## src/rtl/alu_arbiter.sv

```systemverilog
// Two-requester arbiter fronting a shared combinational ALU: IDLE -> ISSUE -> DONE per operation.
// Define ALU_ARB_ROUND_ROBIN_EN for round-robin on contention; otherwise A has fixed priority.
module alu_arbiter (
    input  logic       Clk,
    input  logic       Rst,
    input  logic       ReqA,
    input  logic       ReqB,
    input  logic [4:0] XA,
    input  logic [4:0] YA,
    input  logic [4:0] XB,
    input  logic [4:0] YB,
    input  logic [1:0] SA,
    input  logic [1:0] SB,
    output logic [4:0] AluX,
    output logic [4:0] AluY,
    output logic [1:0] AluS,
    input  logic [4:0] AluF,
    input  logic       AluCout,
    input  logic       AluOverflow,
    output logic [4:0] F,
    output logic       Cout,
    output logic       Overflow,
    output logic       DoneA,
    output logic       DoneB,
    output logic       Busy
);

    localparam int unsigned DW = 5;
    localparam int unsigned SW = 2;

    typedef enum logic [1:0] {
        IDLE  = 2'd0,
        ISSUE = 2'd1,
        DONE  = 2'd2
    } state_t;

    state_t        state;
    logic          win_b;
    logic          grant_b_c;
    logic [DW-1:0] sel_x_c;
    logic [DW-1:0] sel_y_c;
    logic [SW-1:0] sel_s_c;

`ifdef ALU_ARB_ROUND_ROBIN_EN
    // last_b remembers the previous winner; on contention the other side wins.
    logic last_b;
    assign grant_b_c = ReqB & (~ReqA | ~last_b);
`else
    assign grant_b_c = ReqB & ~ReqA;
`endif

    always_comb begin
        sel_x_c = grant_b_c ? XB : XA;
        sel_y_c = grant_b_c ? YB : YA;
        sel_s_c = grant_b_c ? SB : SA;
    end

    // Sequencer: operands captured on grant, result captured on ISSUE -> DONE.
    always_ff @(posedge Clk or posedge Rst) begin
        if (Rst) begin
            state    <= IDLE;
            win_b    <= 1'b0;
            AluX     <= '0;
            AluY     <= '0;
            AluS     <= '0;
            F        <= '0;
            Cout     <= 1'b0;
            Overflow <= 1'b0;
            DoneA    <= 1'b0;
            DoneB    <= 1'b0;
            Busy     <= 1'b0;
`ifdef ALU_ARB_ROUND_ROBIN_EN
            last_b   <= 1'b1;
`endif
        end else begin
            case (state)
                IDLE: begin
                    if (ReqA | ReqB) begin
                        state <= ISSUE;
                        Busy  <= 1'b1;
                        win_b <= grant_b_c;
                        AluX  <= sel_x_c;
                        AluY  <= sel_y_c;
                        AluS  <= sel_s_c;
`ifdef ALU_ARB_ROUND_ROBIN_EN
                        last_b <= grant_b_c;
`endif
                    end
                end
                ISSUE: begin
                    state    <= DONE;
                    F        <= AluF;
                    Cout     <= AluCout;
                    Overflow <= AluOverflow;
                    DoneA    <= ~win_b;
                    DoneB    <= win_b;
                end
                DONE: begin
                    state <= IDLE;
                    Busy  <= 1'b0;
                    DoneA <= 1'b0;
                    DoneB <= 1'b0;
                end
                default: begin
                    state <= IDLE;
                    Busy  <= 1'b0;
                    DoneA <= 1'b0;
                    DoneB <= 1'b0;
                end
            endcase
        end
    end

endmodule
```

## config.mk

```make
export PLATFORM = sky130hd
export DESIGN_NAME = alu_arbiter
export DESIGN_NICKNAME = d
export VERILOG_FILES = /design/src/rtl/alu_arbiter.sv
export SDC_FILE = /design/constraint.sdc
export NUM_CORES = 1
export LEC_CHECK = 0
export BUFFER_PORTS_ARGS = -buffer_cell sky130_fd_sc_hd__buf_4
export CAP_MARGIN = 20
export CELL_PAD_IN_SITES_DETAIL_PLACEMENT = 1
export CELL_PAD_IN_SITES_GLOBAL_PLACEMENT = 1
export CORE_UTILIZATION = 34
export DETAILED_ROUTE_END_ITERATION = 8
export GPL_ROUTABILITY_DRIVEN = 0
export PLACE_DENSITY_LB_ADDON = 0.1
export REMOVE_ABC_BUFFERS = 1
export SYNTH_ARGS = -nofsm -noshare
export SYNTH_HDL_FRONTEND = slang
export SYNTH_SLANG_ARGS = --single-unit
```

## constraint.sdc

```tcl
create_clock -name Clk -period 1.7 [get_ports Clk]
set_input_delay 0.17 -clock Clk [delete_from_list [all_inputs] [get_ports Clk]]
set_output_delay 0.17 -clock Clk [all_outputs]
set_load 0.02 [all_outputs]
```

==> impl_metrics.toml, run 1 <==
[timing]
fin_crit_ns = 1.52
final-setup-viol-count = 0
max_freq_mhz = 660
whs_ns = 0.0221
rsz0062_at_grt = "false"
fin_skew_ns = 0.00227
timing.setup.tns_ns = 0
period_share = 0.892
tightestPinTransition_ns = 0.524
hold_viol = 0
drv_slew = 0
maxSlewHeadroom = 0.650

[logic_synthesis]
yosys_most_used_dff = "dfrtp_1"
async_reset_ff_frac = 1.00
synth_commonest_cells = "dfrtp_1 (25), mux2_2 (21), mux2_4 (10), inv_1 (4), nor2_1 (3)"
yosysSeqAreaShare = 0.558
synth_cell_types = 13
yosys.area.top_type = "dfrtp_1"
ys_seq_elements = 25
synthCells = 73
yosysMostFrequentCell = "dfrtp_1"
synth_top_area_share = 0.558
syn_area_um2 = 1120
synth_edf_count = 0
synth_top_cells_by_area = "dfrtp_1 (56%), mux2_2 (21%), mux2_4 (13%)"
synth.avg_cell_area_um2 = 15.4
yosys_warnings = 0

[grt]
grt.total_usage = 0.145
grt_pass1_wl_mm = 3.71
grt-ovfl-total = 0
grt_pass1_vias = 850
grt_max_degree = 15
antenna_found_initial = 0

[clock_network]
clk_latency_ns = 0.32
clk_pin_slew_ns = 0.13
post_cts_resized = 0
cts_tree = "built"
cts-htree-levels = 1
post_cts_buffers = 0
cts_buffers = 3
cts-root-buf = "clkbuf_4"
clk_path_buf_depth = 2
cts.sinks = 25
ctsHoldBuffers = 1

[run_status]
status = "finished clean"

[detailed_routing]
drt_wl_total_mm = 2.32
initialDrtViolationCount = 18
viasPerCell = 4.51
wire_per_inst_um = 13.1
via_count = 799
first_pass_iters = 3
route.detailed.drc = 0
final_antenna_net_count = 0

[layout]
layout-drive-gt1-share = 0.707
fin_nets = 169
syn_to_final_growth_pct = 45.9
fin_area_um2 = 1640
fill_cells = 351
fin_util = 0.527
antenna_cells = 0

[critical_path]
start_kind = "flip-flop"
cp_slowest_cell = "dfrtp_1"
path_buf_inv = 0
required_ns = 1.92
critPathTopFamily = "flip-flops"
worst_setup_path_end_kind = "flip-flop"
critical_path_class = "flip-flop to flip-flop"
crit_fanout = 14
cp.arrival_ns = 1.73
reg2regPathDepth = 3
critical_path.max_stage_delay_ns = 0.46
worstPathCellList = "nor2_1, o21a_2, mux2_2"
worst-path-stages = 3

[die]
rows = 20
start_util = 0.361
fp.coreArea_um2 = 3100
die_h_um = 59.4
die-width_um = 59.4
io_pins = 57
dieArea_um2 = 3530

[pwr]
p_per_area_nw_per_um2 = 1690
vdd_drop_max_mv = 0.944
p_leak_nw = 0.826

[placed_design]
port_buffers = 56
placed_area_um2 = 1600
dp_hpwl_mm = 1.81

[min_path]
worstHoldPathCells = 2
hold_class = "primary input to flip-flop"

[run]
cap_violations = 0
## layout make-up
cell class                      instances  area, um2  area share
Tap cell                               44       55.1      0.0337
Sequential cell                        25        626       0.383
Clock buffer                            3       22.5      0.0138
Multi-Input combinational cell         42        462       0.282
Timing Repair Buffer                   58        450       0.275
Inverter                                4       15.0     0.00918
Clock inverter                          1       5.00     0.00306
## registers in the layout, indices dropped and copies added (netlist names)
name / flops
AluY: 5
DoneB: 1
Overflow: 1
AluS: 2
DoneA: 1
AluX: 5
win_b: 1
Cout: 1
state: 2
Busy: 1
F: 5
## report_power, final
part | internal (mW) | switching, mW
logic | 0.742 | 0.684
clock network | 0.0881 | 0.175
registers | 0.895 | 0.176
## per-stage QoR
stage          power [mW]  std cells  setup slack, ns
2_1_floorplan        1.92         71            0.370
3_3_place_gp         2.49        172            0.253
3_5_place_dp         2.54        172            0.188
4_1_cts              2.82        177            0.154
5_1_grt              2.95        177           0.0694
6_report             2.76        177            0.184
## cell families (layout without fill, tap and decap cells)
kind of cell           after synthesis  after routing  share of synthesized area
multiplexers                        33             33                      0.363
flip-flops                          25             25                      0.558
buffers and inverters                6             66                     0.0301
AND/OR/NAND/NOR                      5              5                     0.0257
AO/OA/AOI/OAI                        4              4                     0.0234
## layout by cell type, fill, tap and decap left out
cell type | synthesis | routed
nand2_1 | 1 | 1
nor2_1 | 3 | 3
mux2i_1 | 2 | 2
nand2b_4 | 1 | 1
mux2_4 | 10 | 10
dlygate4sd3_1 | 0 | 1
buf_4 | 1 | 56
inv_1 | 4 | 4
dfrtp_1 | 25 | 25
clkbuf_4 | 0 | 3
mux2_2 | 21 | 21
buf_12 | 0 | 1
a21o_1 | 1 | 1
a21oi_1 | 2 | 2
o21a_2 | 1 | 1
clkinv_2 | 0 | 1
## routing by layer
metal / vias to the layer above / track usage / share of wire
met3: 2 / 0.0502 / 0.071
met5: - / 0 / 0
met4: 0 / 0.0510 / 0.0069
met2: 31 / 0.255 / 0.53
li1: 371 / - / -
met1: 395 / 0.161 / 0.39
## final timing paths
| check | startpoint | slack, ns | to |
|---|---|---|---|
| max | state[0] | 0.18 | AluY[0] |
| min reg2reg | state[1] | 0.49 | DoneB |
| min in group asynchronous | Rst | 0.43 | F[4] |
| min | ReqA | 0.02 | win_b |
| max in group asynchronous | Rst | 0.82 | AluX[0] |
| max reg2reg | state[0] | 0.18 | AluY[0] |
(Power assumes the default switching activity.)
==> run 2, diff against run 1 <==
--- a/config.mk
+++ b/config.mk
@@ -9,10 +9,11 @@
 export CAP_MARGIN = 20
 export CELL_PAD_IN_SITES_DETAIL_PLACEMENT = 1
 export CELL_PAD_IN_SITES_GLOBAL_PLACEMENT = 1
-export CORE_UTILIZATION = 34
+export CORE_UTILIZATION = 37
 export DETAILED_ROUTE_END_ITERATION = 8
 export GPL_ROUTABILITY_DRIVEN = 0
 export PLACE_DENSITY_LB_ADDON = 0.1
+export RECOVER_POWER = 25
 export REMOVE_ABC_BUFFERS = 1
 export SYNTH_ARGS = -nofsm -noshare
 export SYNTH_HDL_FRONTEND = slang
==> constraint.sdc (replaced) <==
create_clock -name Clk -period 1.8 [get_ports Clk]
set_input_delay 0.18 -clock Clk [delete_from_list [all_inputs] [get_ports Clk]]
set_output_delay 0.18 -clock Clk [all_outputs]
set_load 0.02 [all_outputs]
==> impl_metrics.toml, run 2 (synthesized netlist as in run 1, its figures left out) <==
[timing]
timing.setup.tns_ns = 0
fin_crit_ns = 1.53
final-setup-viol-count = 0
fin_skew_ns = 0.0177
drv_slew = 0
tightestPinTransition_ns = 0.624
period_share = 0.851
rsz0062_at_grt = "false"
hold_viol = 0
maxSlewHeadroom = 0.584
max_freq_mhz = 653

[placed_design]
placed_area_um2 = 1570
dp.cells = 159
port_buffers = 56
dp_hpwl_mm = 1.88

[grt]
grt-ovfl-total = 0
grt_pass1_vias = 856
antenna_found_initial = 0
grt_pass1_wl_mm = 4.12
grt_max_degree = 26
grt.total_usage = 0.167

[detailed_routing]
drt_wl_total_mm = 2.46
final_antenna_net_count = 0
route.detailed.drc = 6
wire_per_inst_um = 15.0
first_pass_iters = 6
via_count = 803
initialDrtViolationCount = 15
viasPerCell = 4.90

[layout]
final_common_cell = "buf_4"
layout-drive-gt1-share = 0.707
antenna_cells = 0
fin_nets = 169
top_regs = "AluX x5, AluY x5, F x5"
syn_to_final_growth_pct = 43.3
layout_common_cells = "buf_4 (55), dfrtp_1 (25), mux2_2 (21), mux2_4 (10)"
fin_area_um2 = 1610
fin_cells = 164
fill_cells = 305

[clock_network]
post_cts_buffers = 0
clk_latency_ns = 0.32
ctsHoldBuffers = 1
cts_buffers = 3
cts_tree = "built"
cts-htree-levels = 1
cts.sinks = 25
cts-root-buf = "clkbuf_4"
clk_pin_slew_ns = 0.16
post_cts_resized = 0
clk_path_buf_depth = 2

[die]
die_h_um = 57.0
dieArea_um2 = 3250
rows = 19
fp.coreArea_um2 = 2810
io_pins = 57
start_util = 0.400
die-width_um = 57.0

[run_status]
violations = "design-rule violations"
status = "complete, but fails checks"

[critical_path]
required_ns = 2.01
crit_fanout = 14
reg2regPathDepth = 3
start_kind = "flip-flop"
worst_setup_path_end_kind = "flip-flop"
cp.arrival_ns = 1.74
critical_path_class = "flip-flop to flip-flop"

[pwr]
p_leak_nw = 0.817
p_per_area_nw_per_um2 = 1640
p_total_mw = 2.63
vdd_drop_max_mv = 0.760

[min_path]
hold_class = "primary input to flip-flop"
worstHoldPathCells = 2

[run]
cap_violations = 0
==> run 2: worst paths after layout <==
path | from | end | slack [ns]
min in group asynchronous | Rst | F[2] | 0.57
min | ReqA | win_b | 0.03
max reg2reg | state[0] | AluX[4] | 0.27
max in group asynchronous | Rst | AluY[2] | 0.80
max | state[0] | AluX[4] | 0.27
min reg2reg | state[1] | DoneA | 0.50
==> run 2: layout make-up <==
class                   count  area [um2]  area share
repair buffers             58         435       0.271
clock inverters             1        7.51     0.00467
well taps                  31        38.8      0.0241
flip-flops and latches     25         626       0.389
clock buffers               3        22.5      0.0140
inverters                   4        15.0     0.00935
multi-input cells          42         462       0.287
==> run 2: worst max-delay path: stages (launching register included) <==
cell and delay [ns]:
dfrtp_1 0.45, nor2_1 0.19, o21a_2 0.39, mux2_2 0.38
==> run 2: metrics by stage <==
step	utilization	setup slack, ns	hold WS, ns
after floorplan	-	0.470	0.207
after global placement	0.559	0.374	0.252
after detailed placement	0.559	0.284	0.269
after CTS	0.574	0.236	0.0215
after global routing	0.573	0.162	0.0169
final	0.573	0.268	0.0276
==> run 2: metal layers <==
metal | GRT usage | vias up | share of wire
met5 | 0 | - | 0
met4 | 0.0523 | 0 | 0
met3 | 0.0295 | 0 | 0.067
met2 | 0.308 | 29 | 0.56
met1 | 0.199 | 399 | 0.37
li1 | - | 375 | -
==> run 2: report_power, final <==
part	internal (mW)	total [mW]	switching [mW]
Clock	0.0848	0.263	0.178
Combinational	0.698	1.36	0.662
Sequential	0.845	1.01	0.162
Total	1.63	2.63	1.00
